<file path="config.mk">
export PLATFORM = sky130hd
export DESIGN_NAME = keypad_scanner
export DESIGN_NICKNAME = d
export VERILOG_FILES = /design/src/rtl/keypad_scanner.sv
export SDC_FILE = /design/constraint.sdc
export NUM_CORES = 1
export LEC_CHECK = 0
export ABC_CLOCK_PERIOD_IN_PS = 3200
export BUFFER_PORTS_ARGS = -buffer_cell sky130_fd_sc_hd__buf_2
export CORE_UTILIZATION = 40
export DETAILED_ROUTE_END_ITERATION = 6
export PLACE_DENSITY = 0.66
export RECOVER_POWER = 25
export SLEW_MARGIN = 20
export SYNTH_ARGS = -nofsm -noshare
export SYNTH_HDL_FRONTEND = slang
export SYNTH_SLANG_ARGS = --single-unit
export TNS_END_PERCENT = 30
</file>
<file path="constraint.sdc">
create_clock -name clk -period 3.2 [get_ports clk]
set_clock_uncertainty 0.1 [all_clocks]
set_input_delay 0.48 -clock clk [delete_from_list [all_inputs] [get_ports clk]]
set_output_delay 0.48 -clock clk [all_outputs]
set_load 0.02 [all_outputs]
</file>
<file path="src/rtl/keypad_scanner.sv">
// Matrix keypad scanner: strobes one active-low row at a time, debounces whole
// scan frames and reports a linear key index with press/release strobes.
module keypad_scanner #(
  parameter int unsigned ROWS     = 4,
  parameter int unsigned COLS     = 4,
  parameter int unsigned SCAN_DIV = 200000,
  parameter int unsigned DEBOUNCE = 3,
  parameter int unsigned KEY_W    = 4
) (
  input  logic             clk,
  input  logic             reset_n,
  input  logic             scan_en,
  input  logic [COLS-1:0]  column,
  output logic [ROWS-1:0]  row,
  output logic [KEY_W-1:0] key_code,
  output logic             key_valid,
  output logic             key_release,
  output logic             key_held,
  output logic             multi_key
);

  localparam int unsigned DIV_W = $clog2(SCAN_DIV);
  localparam int unsigned ROW_W = $clog2(ROWS);
  localparam int unsigned DB_W  = 4;

  typedef enum logic [1:0] {RES_NONE, RES_KEY, RES_MULTI} res_e;
  typedef enum logic {S_IDLE, S_HELD} state_e;

  logic [COLS-1:0]  r_sync1, r_sync2;
  logic [DIV_W-1:0] r_div;
  logic [ROW_W-1:0] r_row_idx, w_row_idx_nxt;
  logic [ROWS-1:0]  r_row;
  logic             w_tick, w_frame_end;

  logic [1:0]       w_row_cnt, r_acc_cnt, w_acc_cnt;
  logic [2:0]       w_sum;
  logic             w_row_hit;
  logic [KEY_W-1:0] w_row_col, r_acc_idx, w_acc_idx;

  res_e             w_res, r_prev_res;
  logic [KEY_W-1:0] r_prev_idx;
  logic [DB_W-1:0]  r_db_cnt, w_db_nxt;
  logic             w_same, w_qual;

  state_e           r_state, w_state_nxt;
  logic [KEY_W-1:0] r_key_code, w_code_nxt;
  logic             r_valid, w_valid_nxt, r_release, w_release_nxt;
  logic             r_held, w_held_nxt, r_multi, w_multi_nxt;

  // Two-flop synchronizer for the asynchronous column inputs
  always_ff @(posedge clk) begin
    if (!reset_n) begin
      r_sync1 <= '1;
      r_sync2 <= '1;
    end else begin
      r_sync1 <= column;
      r_sync2 <= r_sync1;
    end
  end

  assign w_tick        = scan_en && (r_div == DIV_W'(SCAN_DIV - 1));
  assign w_frame_end   = w_tick && (r_row_idx == ROW_W'(ROWS - 1));
  assign w_row_idx_nxt = (r_row_idx == ROW_W'(ROWS - 1)) ? '0 : r_row_idx + ROW_W'(1);

  always_ff @(posedge clk) begin
    if (!reset_n) begin
      r_div     <= '0;
      r_row_idx <= '0;
      r_row     <= ~ROWS'(1);
    end else if (w_tick) begin
      r_div     <= '0;
      r_row_idx <= w_row_idx_nxt;
      r_row     <= ~(ROWS'(1) << w_row_idx_nxt);
    end else if (scan_en) begin
      r_div     <= r_div + DIV_W'(1);
    end
  end

  // Low-column count (saturating at 2) and lowest pressed column of this row
  always_comb begin
    w_row_cnt = 2'd0;
    w_row_hit = 1'b0;
    w_row_col = '0;
    for (int unsigned c = 0; c < COLS; c++) begin
      if (!r_sync2[c]) begin
        if (w_row_cnt != 2'd2) w_row_cnt = w_row_cnt + 2'd1;
        if (!w_row_hit) begin
          w_row_hit = 1'b1;
          w_row_col = KEY_W'(c);
        end
      end
    end
  end

  assign w_sum     = {1'b0, r_acc_cnt} + {1'b0, w_row_cnt};
  assign w_acc_cnt = (w_sum >= 3'd2) ? 2'd2 : w_sum[1:0];
  assign w_acc_idx = (r_acc_cnt == 2'd0 && w_row_hit) ?
                     KEY_W'(r_row_idx) * KEY_W'(COLS) + w_row_col : r_acc_idx;

  always_ff @(posedge clk) begin
    if (!reset_n) begin
      r_acc_cnt <= '0;
      r_acc_idx <= '0;
    end else if (w_frame_end) begin
      r_acc_cnt <= '0;
      r_acc_idx <= '0;
    end else if (w_tick) begin
      r_acc_cnt <= w_acc_cnt;
      r_acc_idx <= w_acc_idx;
    end
  end

  assign w_res = (w_acc_cnt == 2'd0) ? RES_NONE :
                 (w_acc_cnt == 2'd1) ? RES_KEY  : RES_MULTI;

  // Frame-to-frame debounce counter; MULTI never qualifies
  always_comb begin
    w_same = (w_res == r_prev_res) && (w_res != RES_KEY || w_acc_idx == r_prev_idx);
    if (w_res == RES_MULTI)
      w_db_nxt = '0;
    else if (w_same)
      w_db_nxt = (r_db_cnt == DB_W'(DEBOUNCE)) ? r_db_cnt : r_db_cnt + DB_W'(1);
    else
      w_db_nxt = DB_W'(1);
    w_qual = (w_db_nxt == DB_W'(DEBOUNCE));
  end

  always_ff @(posedge clk) begin
    if (!reset_n) begin
      r_prev_res <= RES_NONE;
      r_prev_idx <= '0;
      r_db_cnt   <= '0;
    end else if (w_frame_end) begin
      r_prev_res <= w_res;
      r_prev_idx <= w_acc_idx;
      r_db_cnt   <= w_db_nxt;
    end
  end

  always_ff @(posedge clk) begin
    if (!reset_n) r_state <= S_IDLE;
    else          r_state <= w_state_nxt;
  end

  always_comb begin
    w_state_nxt = r_state;
    if (w_frame_end && w_qual) begin
      case (r_state)
        S_IDLE:  if (w_res == RES_KEY)  w_state_nxt = S_HELD;
        S_HELD:  if (w_res == RES_NONE) w_state_nxt = S_IDLE;
        default: w_state_nxt = S_IDLE;
      endcase
    end
  end

  // Next values of the registered outputs; strobes default low
  always_comb begin
    w_valid_nxt   = 1'b0;
    w_release_nxt = 1'b0;
    w_code_nxt    = r_key_code;
    w_held_nxt    = r_held;
    w_multi_nxt   = r_multi;
    if (w_frame_end) begin
      w_multi_nxt = (w_res == RES_MULTI);
      case (r_state)
        S_IDLE: begin
          if (w_res == RES_KEY && w_qual) begin
            w_valid_nxt = 1'b1;
            w_code_nxt  = w_acc_idx;
            w_held_nxt  = 1'b1;
          end
        end
        S_HELD: begin
          if (w_res == RES_NONE && w_qual) begin
            w_release_nxt = 1'b1;
            w_held_nxt    = 1'b0;
          end else if (w_res == RES_KEY && w_qual && w_acc_idx != r_key_code) begin
            w_release_nxt = 1'b1;
            w_valid_nxt   = 1'b1;
            w_code_nxt    = w_acc_idx;
          end
        end
        default: ;
      endcase
    end
  end

  always_ff @(posedge clk) begin
    if (!reset_n) begin
      r_key_code <= '0;
      r_valid    <= 1'b0;
      r_release  <= 1'b0;
      r_held     <= 1'b0;
      r_multi    <= 1'b0;
    end else begin
      r_key_code <= w_code_nxt;
      r_valid    <= w_valid_nxt;
      r_release  <= w_release_nxt;
      r_held     <= w_held_nxt;
      r_multi    <= w_multi_nxt;
    end
  end

  assign row         = r_row;
  assign key_code    = r_key_code;
  assign key_valid   = r_valid;
  assign key_release = r_release;
  assign key_held    = r_held;
  assign multi_key   = r_multi;

endmodule

</file>
==> results.md <==
- Status: complete, but fails checks
- Violated checks: negative setup slack
- Core area: 6490 um2
- Synth warnings: 0
- Ant. Diodes: 0
- Total gr overflow: 0
- Post-synth top area share: 40.6%
- Multi-input combinational cell area: 1720 um2
- Starting Density: 42.5%
- Count of final setup violators: 12
- CTS tree: built
- Register Area: 1120 um2
- # IOs: 19
- Fin cells: 431
- Post-synth EDFFs: 0
- PD cells: 366 nW/um2
- Antenna violations before repair: 0
- Largest net degree at the start of global routing: 26
- Crit-path cells: buf_6 -> ha_4 -> inv_2 -> mux2i_4 -> ha_2 -> nor2_2 -> a21oi_2 -> ha_2 -> inv_2 -> fa_2 -> and3b_1 -> a22oi_2 -> a2111oi_4 -> a41oi_2 -> or4_4 -> a21oi_2
- Final Cycle Share: 115%
- Via density: 5.49
- Synth area leader: dfxtp_1
- Max-cap violations: 0
- DR DRC count: 0
- Leakage power: 1.29 nW
- Final WL: 6140 um
- Crit. Startpoint: r_sync2[0]$_SDFF_PN1_
- Crit path required time: 3.35 ns
- Drt pass-1 iters: 4
- FF-to-FF Start: r_sync2[0]$_SDFF_PN1_
- RSZ-0062 raised after global routing: true
- Commonest non-fill, non-tap cell in the layout: dfxtp_1
- Final hold viol count: 0
- Setup Crit Path Kind: reg2reg
- CTS clock-pin slew for the worst setup and hold paths: 0.09 ns
- Detailed Place HPWL: 4220 um
- Port Buffers: 18
- Seq/Total Area, Yosys: 40.6%
- Worst-Skew Late Latency: 0.31 ns
- Main synth FF type: dfxtp_1
- Final WS setup: -0.472 ns
- Worst EP arrival: 3.82 ns
- Post-synthesis net count: 332
- First-pass GRT wire length: 10600 um
- Hold path start: column[0]
- Peak supply drop: 0.242 mV
- Width of the die: 85.1 um
- CTS Hold Bufs: 0
- Placement Rows: 29
- Fin. max-slew vios: 0
- Fillers: 606
- Final worst path period need: 3.67 ns
- Die Ht: 85.1 um
- Area growth syn-to-layout: 22.2%
- Clk sinks: 56
- DP Cell Count: 415
- Max stage delay on crit path: 0.58 ns
- CTS Buf Count: 5
- Setup crit end kind: register
- Die area: 7240 um2
- Synth area leaders: dfxtp_1 41%, ha_1 5.9%, xor2_1 5.4%, nor2_1 4.8%, a21oi_1 3.4%
- Post-Synthesis Cells: 311
- Seq cells post-synth: 56
- Crit-path slowest cell: or4_4
- CP Launch Type: register
- DRT antenna net count: 0
- FMAX: 272 MHz
- Initial DRC Count: 126
- Vias post-DR: 2367
- Fraction of registers with async set/reset: 0%
- Htree depth: 2
- Clock buffer depth: 2
- Normalized max-slew margin: 46.3%
- Share of layout cells above drive strength 1: 24.6%
- Global Route Usage Sum: 18.3%
- Post-synth cell types: 50
- Routability congestion estimate: 0.859
- Routed wire per std cell: 14.2 um
- Mapped Area: 2760 um2
- Avg Cell Area, Syn: 8.88 um2
- Worst min path class: in2reg
- Final setup TNS: -4.15 ns
- Vias in the first global route: 2323
- Most frequent cells in the layout: 53 x dfxtp_1, 34 x nor2_1, 27 x buf_4
- Critical-path maximum fanout: 5
- CTS Root Cell: clkbuf_8
- Worst-margin pin slew: 0.786 ns
- Layout Nets: 375
==> routing by layer <==
metal | share of wire (%) | vias up | GRT usage, %
met5 | 0 | - | 0
met4 | 2.1 | 0 | 7.70
met3 | 3.9 | 14 | 4.47
met2 | 48 | 45 | 30.4
met1 | 46 | 1108 | 22.7
li1 | - | 1200 | -
==> final timing paths <==
path                                            endpoint  slack [ns]  depth (start not counted)
worst max register to register  key_code[1]$_SDFFE_PN0P_       -0.47                         16
worst max-delay path            key_code[1]$_SDFFE_PN0P_       -0.47                         16
worst min register to register     r_sync2[1]$_SDFF_PN1_        0.31                          1
worst min-delay path               r_sync1[0]$_SDFF_PN1_        0.24                          2
==> cell usage after synthesis (3+ instances only) <==
master / number
dfxtp_1: 56
nor2_1: 35
nand2_1: 23
a21oi_1: 19
xor2_1: 17
ha_1: 13
nand3_1: 12
inv_1: 11
nand4_1: 10
clkbuf_1: 9
nand2b_1: 9
nor3_1: 9
a211oi_1: 8
and3_1: 8
xnor2_1: 7
mux2i_1: 6
or3_1: 5
a31oi_1: 4
and4_1: 4
or4_1: 4
a211o_1: 3
o211ai_1: 3
o31ai_1: 3
==> critical path, delay by kind of cell, from the launching register on <==
kind            cells  cell delay (ns)
buf+inv             3             0.19
simple gates        3             0.79
mux                 1             0.16
flops               1             0.37
fa+ha+maj           4             1.06
compound gates      5             0.94
==> logic make-up after synthesis <==
family,after synthesis,share of synthesized area (%)
and+or+nand+nor,131,24.7
AOI/OAI and AO/OA,56,14.7
buffers and inverters,23,3.17
DFF,56,40.6
xor gates and xnor gates,24,7.61
muxes,7,2.58
adders and majority gates,14,6.62
==> registers in the layout (all words and copies together) (netlist names), named ones only <==
name,cells
r_div,18
r_sync1,4
r_acc_cnt,2
r_sync2,4
r_row_idx,2
key_valid,1
key_code,4
r_db_cnt,4
r_acc_idx,4
key_held,1
key_release,1
row,4
r_prev_res,2
r_prev_idx,4
==> power breakdown <==
group          internal, mW  total, mW  switching [mW]  leakage, nW
Sequential            0.704      0.711         0.00659        0.452
Combinational        0.0741      0.159          0.0847        0.800
Clock                 0.150      0.367           0.217       0.0410
==> timing repair <==
action | in CTS | in global routing
endpoints found under the setup margin | 12 | 13
buffers inserted | 8 | 1
gates resized for setup | 16 | 20
pin swaps | 6 | 14
==> per-stage QoR <==
step	total power [mW]	setup WS [ns]	hold WS, ns	area [um2]	utilization, %
2_1_floorplan	0.805	-0.232	0.286	2780	-
3_3_place_gp	0.844	-0.277	0.289	3070	47.3
3_5_place_dp	0.846	-0.370	0.291	3070	47.3
4_1_cts	1.23	-0.345	0.239	3290	50.6
5_1_grt	1.30	-0.655	0.232	3370	52.0
6_report	1.24	-0.472	0.242	3370	52.0
==> cell type report <==
class | instances | area share (%)
clock buffer | 6 | 2.15
sequential | 56 | 33.3
multi-input combinational | 232 | 51.0
clock inverter | 1 | 0.148
timing repair buffer | 47 | 9.16
inverter | 12 | 1.33
tap | 77 | 2.86
(Power assumes the default switching activity.)
